## src/rtl/shift_result_stage.sv

```systemverilog
// Registered result stage behind the 32-bit barrel shifter: flags + 2-entry skid buffer.
// Optional accepted-result counter enabled by defining SHIFT_RESULT_STATS_EN.
module shift_result_stage #(
  parameter int unsigned DEPTH = 2
) (
  input  logic        clk,
  input  logic        rst_n,
  input  logic        in_valid,
  output logic        in_ready,
  input  logic [31:0] in_result,
  input  logic [31:0] in_a,
  input  logic [4:0]  in_shamt,
  input  logic        in_ctl0,
  input  logic        in_ctl1,
  output logic        out_valid,
  input  logic        out_ready,
  output logic [31:0] out_result,
  output logic        out_zero,
  output logic        out_neg,
  output logic        out_carry,
  output logic [15:0] stat_count
);

  if (DEPTH != 2) begin : g_bad_depth
    $error("shift_result_stage only supports DEPTH == 2");
  end

  typedef struct packed {
    logic [31:0] result;
    logic        zero;
    logic        neg;
    logic        carry;
  } entry_t;

  typedef enum logic [1:0] {StEmpty, StOne, StTwo} state_e;

  state_e state_q, state_d;
  entry_t head_q, skid_q, new_entry;
  logic   push, pop;
  logic [5:0] carry_idx;
  logic   new_carry;

  assign push = in_valid && in_ready;
  assign pop  = out_valid && out_ready;

  // Carry is the last bit of A shifted out; arithmetic vs logical makes no difference here.
  always_comb begin
    carry_idx = 6'd0;
    new_carry = 1'b0;
    if (in_shamt != 5'd0) begin
      if (in_ctl1) carry_idx = 6'd32 - {1'b0, in_shamt};
      else         carry_idx = {1'b0, in_shamt} - 6'd1;
      new_carry = in_a[carry_idx[4:0]];
    end
  end

  assign new_entry = '{result: in_result, zero: (in_result == 32'd0), neg: in_result[31],
                       carry: new_carry};

  logic unused_in;
  assign unused_in = ^{in_ctl0, carry_idx[5]};

  always_comb begin
    state_d = state_q;
    unique case (state_q)
      StEmpty: if (push) state_d = StOne;
      StOne: begin
        if (push && !pop)      state_d = StTwo;
        else if (pop && !push) state_d = StEmpty;
      end
      StTwo:   if (pop) state_d = StOne;
      default: state_d = StEmpty;
    endcase
  end

  always_ff @(posedge clk or negedge rst_n) begin
    if (!rst_n) begin
      state_q   <= StEmpty;
      head_q    <= '0;
      skid_q    <= '0;
      out_valid <= 1'b0;
      in_ready  <= 1'b1;
    end else begin
      state_q   <= state_d;
      out_valid <= (state_d != StEmpty);
      in_ready  <= (state_d != StTwo);
      unique case (state_q)
        StEmpty: if (push) head_q <= new_entry;
        StOne: begin
          if (push && pop) head_q <= new_entry;
          else if (push)   skid_q <= new_entry;
        end
        StTwo:   if (pop) head_q <= skid_q;
        default: ;
      endcase
    end
  end

  assign out_result = head_q.result;
  assign out_zero   = head_q.zero;
  assign out_neg    = head_q.neg;
  assign out_carry  = head_q.carry;

`ifdef SHIFT_RESULT_STATS_EN
  logic [15:0] count_q;

  always_ff @(posedge clk or negedge rst_n) begin
    if (!rst_n) begin
      count_q <= 16'd0;
    end else if (push && count_q != 16'hFFFF) begin
      count_q <= count_q + 16'd1;
    end
  end

  assign stat_count = count_q;
`else
  assign stat_count = 16'd0;
`endif

endmodule

```

## config.mk

```make
export PLATFORM = sky130hd
export DESIGN_NAME = shift_result_stage
export DESIGN_NICKNAME = d
export VERILOG_FILES = /design/src/rtl/shift_result_stage.sv
export SDC_FILE = /design/constraint.sdc
export NUM_CORES = 1
export LEC_CHECK = 0
export ABC_AREA = 1
export ABC_CLOCK_PERIOD_IN_PS = 2900
export CAP_MARGIN = 20
export CORE_MARGIN = 2
export CORE_UTILIZATION = 35
export DETAILED_ROUTE_END_ITERATION = 8
export DONT_BUFFER_PORTS = 1
export PLACE_DENSITY = 0.54
export SLEW_MARGIN = 10
export SYNTH_ARGS = -nofsm -noshare
export SYNTH_HDL_FRONTEND = slang
export SYNTH_SLANG_ARGS = --single-unit
```

## constraint.sdc

```tcl
create_clock -name clk -period 2.9 [get_ports clk]
set_input_delay 0.58 -clock clk [delete_from_list [all_inputs] [get_ports clk]]
set_output_delay 0.58 -clock clk [all_outputs]
set_load 0.02 [all_outputs]
```

==> summary.md <==
| Metric | Value |
|---|---|
| Critical path class | `flop to flop` |
| WP buf/inv | `3` |
| H-tree level count | `3` |
| Layout Cells excl Fill | `623` |
| RSZ-0062 raised after global routing | `no` |
| Via density | `4.888` |
| Unique masters post-synth | `25` |
| CTS tree | `built` |
| Slew Viols, Final | `0` |
| Die footprint | `11280 um2` |
| Hold_ws | `0.08172 ns` |
| Yosys warnings | `0` |
| Tmin final | `around 2 ns` |
| Drc violations | `0` |
| Clk sinks | `72` |
| PD cells | `1091 nW/um2` |
| TritonRoute pass-1 iters | `4` |
| Critical Path Max Stage Delay | `0.63 ns` |
| WP data required | `3.11 ns` |
| Avg Inst Size Synth | `between 7 and 8 um2` |
| LEAKAGE | `a little under 0.002 uW` |
| Final setup TNS | `0 ns` |
| VDD IR max | `about 0.29 mV` |
| Die Ht | `approximately 110 um` |
| Fin. Hold Viols | `0` |
| Port buffer count | `0` |
| Worst Skew | `~0.011 ns` |
| Peak Freq | `roughly 0.51 GHz` |
| Yosys reg bits | `72` |
| Crit path max-delay cell type | `clkinv_1` |
| Number of global-route vias before repair | `2972` |
| Wirelength, routed | `8782 um` |
| # diodes | `0` |
| Worst slew pin tran | `approximately 0.8 ns` |
| Fin crit share | `between 60% and 70%` |
| Relative slew slack | `46.86%` |
| Post-detail-place hpwl | `6092 um` |
| Initial Util | `~36%` |
| Die width | `~110 um` |
| Gr ovfl total | `0` |
| Seq/Total Area, Yosys | `about half` |
| Final Wtd Congestion | `slightly below 0.8` |
| Area grow syn2layout | `8.553%` |
| Initial drt markers | `184` |
| Worst EP arrival | `between 2 and 2.5 ns` |
| Worst-Skew Late Latency | `0.34 ns` |
| Worst setup EP type | `flop` |
| Max cap viols | `0` |
| Initial antenna violation count | `0` |
| Core outline area | `around 10000 um2` |
| Final setup fails | `0` |
| Layout cells sized above 1 | `roughly 6.8%` |
| # IOs | `roughly 130` |
| Worst hold path class | `input pin to asynchronous set/reset pin` |
| Row Count | `37` |
| Setup Buffers After CTS | `0` |
| Clk root buf | `clkbuf_8` |
| Routed wire per std cell | `14.10 um` |
| Via count | `between 3000 and 4000` |
| Tot GR Track Use | `between 10% and 20%` |
| Crit-path max FO | `24` |
| Cell Area, Synth | `about 3700 um2` |
| PostCTS Resize Cnt | `0` |
| Synth Instances | `approximately 490` |
| Nets | `560` |
| CTS Buf Count | `9` |
| Dpl cells | `slightly above 600` |
| First-pass GRT wire length | `14750 um` |
| Critical-path cell list | `inv_1 > nor2_2 > clkinv_1 > buf_4 > nand2_1 > a31oi_1` |
| Reg clk slew, reported paths | `roughly 0.07 ns` |
| DRT antenna net count | `0` |
| Worst setup SP type | `flop` |
| Clock buffer depth | `2` |
| Largest net degree at the start of global routing | `72` |
| CP top delay family | `buffers and inverters` |
| Status | `completed` |
[worst paths after layout]
| path | startpoint | to | slack [ns] | cells after the start |
|---|---|---|---|---|
| max | state_q[1] | out_result[24] | 0.95 | 6 |
| min | rst_n | in_ready | 0.08 | 0 |
| max in group asynchronous | rst_n | skid_q[2] | 2.46 | 1 |
| max reg2reg | state_q[1] | out_result[24] | 0.95 | 6 |
| min in group clk | in_result[4] | skid_q[7] | 0.35 | 2 |
| min reg2reg | skid_q[10] | skid_q[10] | 0.47 | 2 |
[final cells by class]
type	count	area, um2
multi-input cells	373	1627
fillers	1084	6261
well taps	136	170.2
inverters	20	75.07
clock buffers	10	127.6
flip-flops and latches	72	1803
clock inverters	5	82.58
repair buffers	7	85.08
[registers in the layout, summed over array words and instances (netlist names)]
register    cells
skid_q         34
out_result     32
state_q         2
in_ready        1
out_carry       1
out_valid       1
out_zero        1
[layout by cell type (no fill, tap or decap), types with 2 or more instances in the layout]
| cell | n |
|---|---|
| clkinv_1 | 2 |
| inv_1 | 15 |
| nand4_1 | 2 |
| nand2_4 | 2 |
| clkinv_4 | 2 |
| dfrtp_1 | 71 |
| nand3_1 | 38 |
| xnor2_1 | 2 |
| nand2_1 | 219 |
| buf_4 | 5 |
| nor2_1 | 40 |
| inv_2 | 3 |
| clkbuf_8 | 9 |
| ha_1 | 2 |
| nor4_1 | 8 |
| a21oi_1 | 2 |
| nand2_2 | 2 |
| conb_1 | 16 |
| bufinv_16 | 2 |
| a31oi_1 | 32 |
| nor2_2 | 2 |
| o21ai_0 | 3 |
[cells by family after synthesis]
family	count (synthesis)	share of synthesized area, %
other cells	1	0.1025
simple gates	315	35.03
xor+xnor	2	0.4790
fa+ha+maj	2	0.6841
buf+inv	58	8.108
compound gates	38	6.295
flops	72	49.30
[metal layers]
layer	vias up	GRT usage (%)	wire (um)
li1	1522	-	-
met1	1412	19.94	3721
met2	99	27.75	4242
met3	12	4.844	655
met4	0	6.015	163
met5	-	0	0
[where the power goes]
group	internal (uW)	total [uW]	switching, uW	leakage, uW
registers	1500	2130	626	0.000852
logic	480	1340	862	0.000987
clock network	482	862	380	0.000106
[synth_stat cells]
master	number	area, um2
a21oi_1	2	10.01
a31oi_1	32	200.2
buf_1	2	7.510
buf_2	3	15.01
buf_4	18	135.1
buf_6	1	11.26
clkbuf_1	14	52.55
clkinv_1	2	7.510
conb_1	1	3.750
dfrtp_1	71	1777
dfstp_2	1	26.28
ha_1	2	25.02
inv_1	15	56.30
inv_2	3	11.26
nand2_1	219	822.0
nand2_2	2	12.51
nand2_4	2	22.52
nand3_1	38	190.2
nand3_2	1	10.01
nand4_1	2	12.51
nor2_1	43	161.4
nor4_1	8	50.05
o21ai_0	3	15.01
o21ai_1	1	5.000
xnor2_1	2	17.52
[through the flow]
stage / util (%) / power [uW] / cell area, um2 / worst slack (ns)
after CTS: 38.80 / 4399 / 3970 / 0.9340
after global placement: 36.48 / 3449 / 3732 / 0.8488
after global routing: 38.80 / 4707 / 3970 / 0.7920
final: 38.80 / 4329 / 3970 / 0.9502
after floorplan: - / 3132 / 3714 / 1.046
after detailed placement: 36.48 / 3506 / 3732 / 0.8231
[timing repair]
item                                    4_1_cts  5_1_grt
endpoints found under the setup margin        0        0
hold buffers                                  1        0
endpoints found under the hold margin        71        0
No activity file was read; power rests on OpenSTA's default activity.
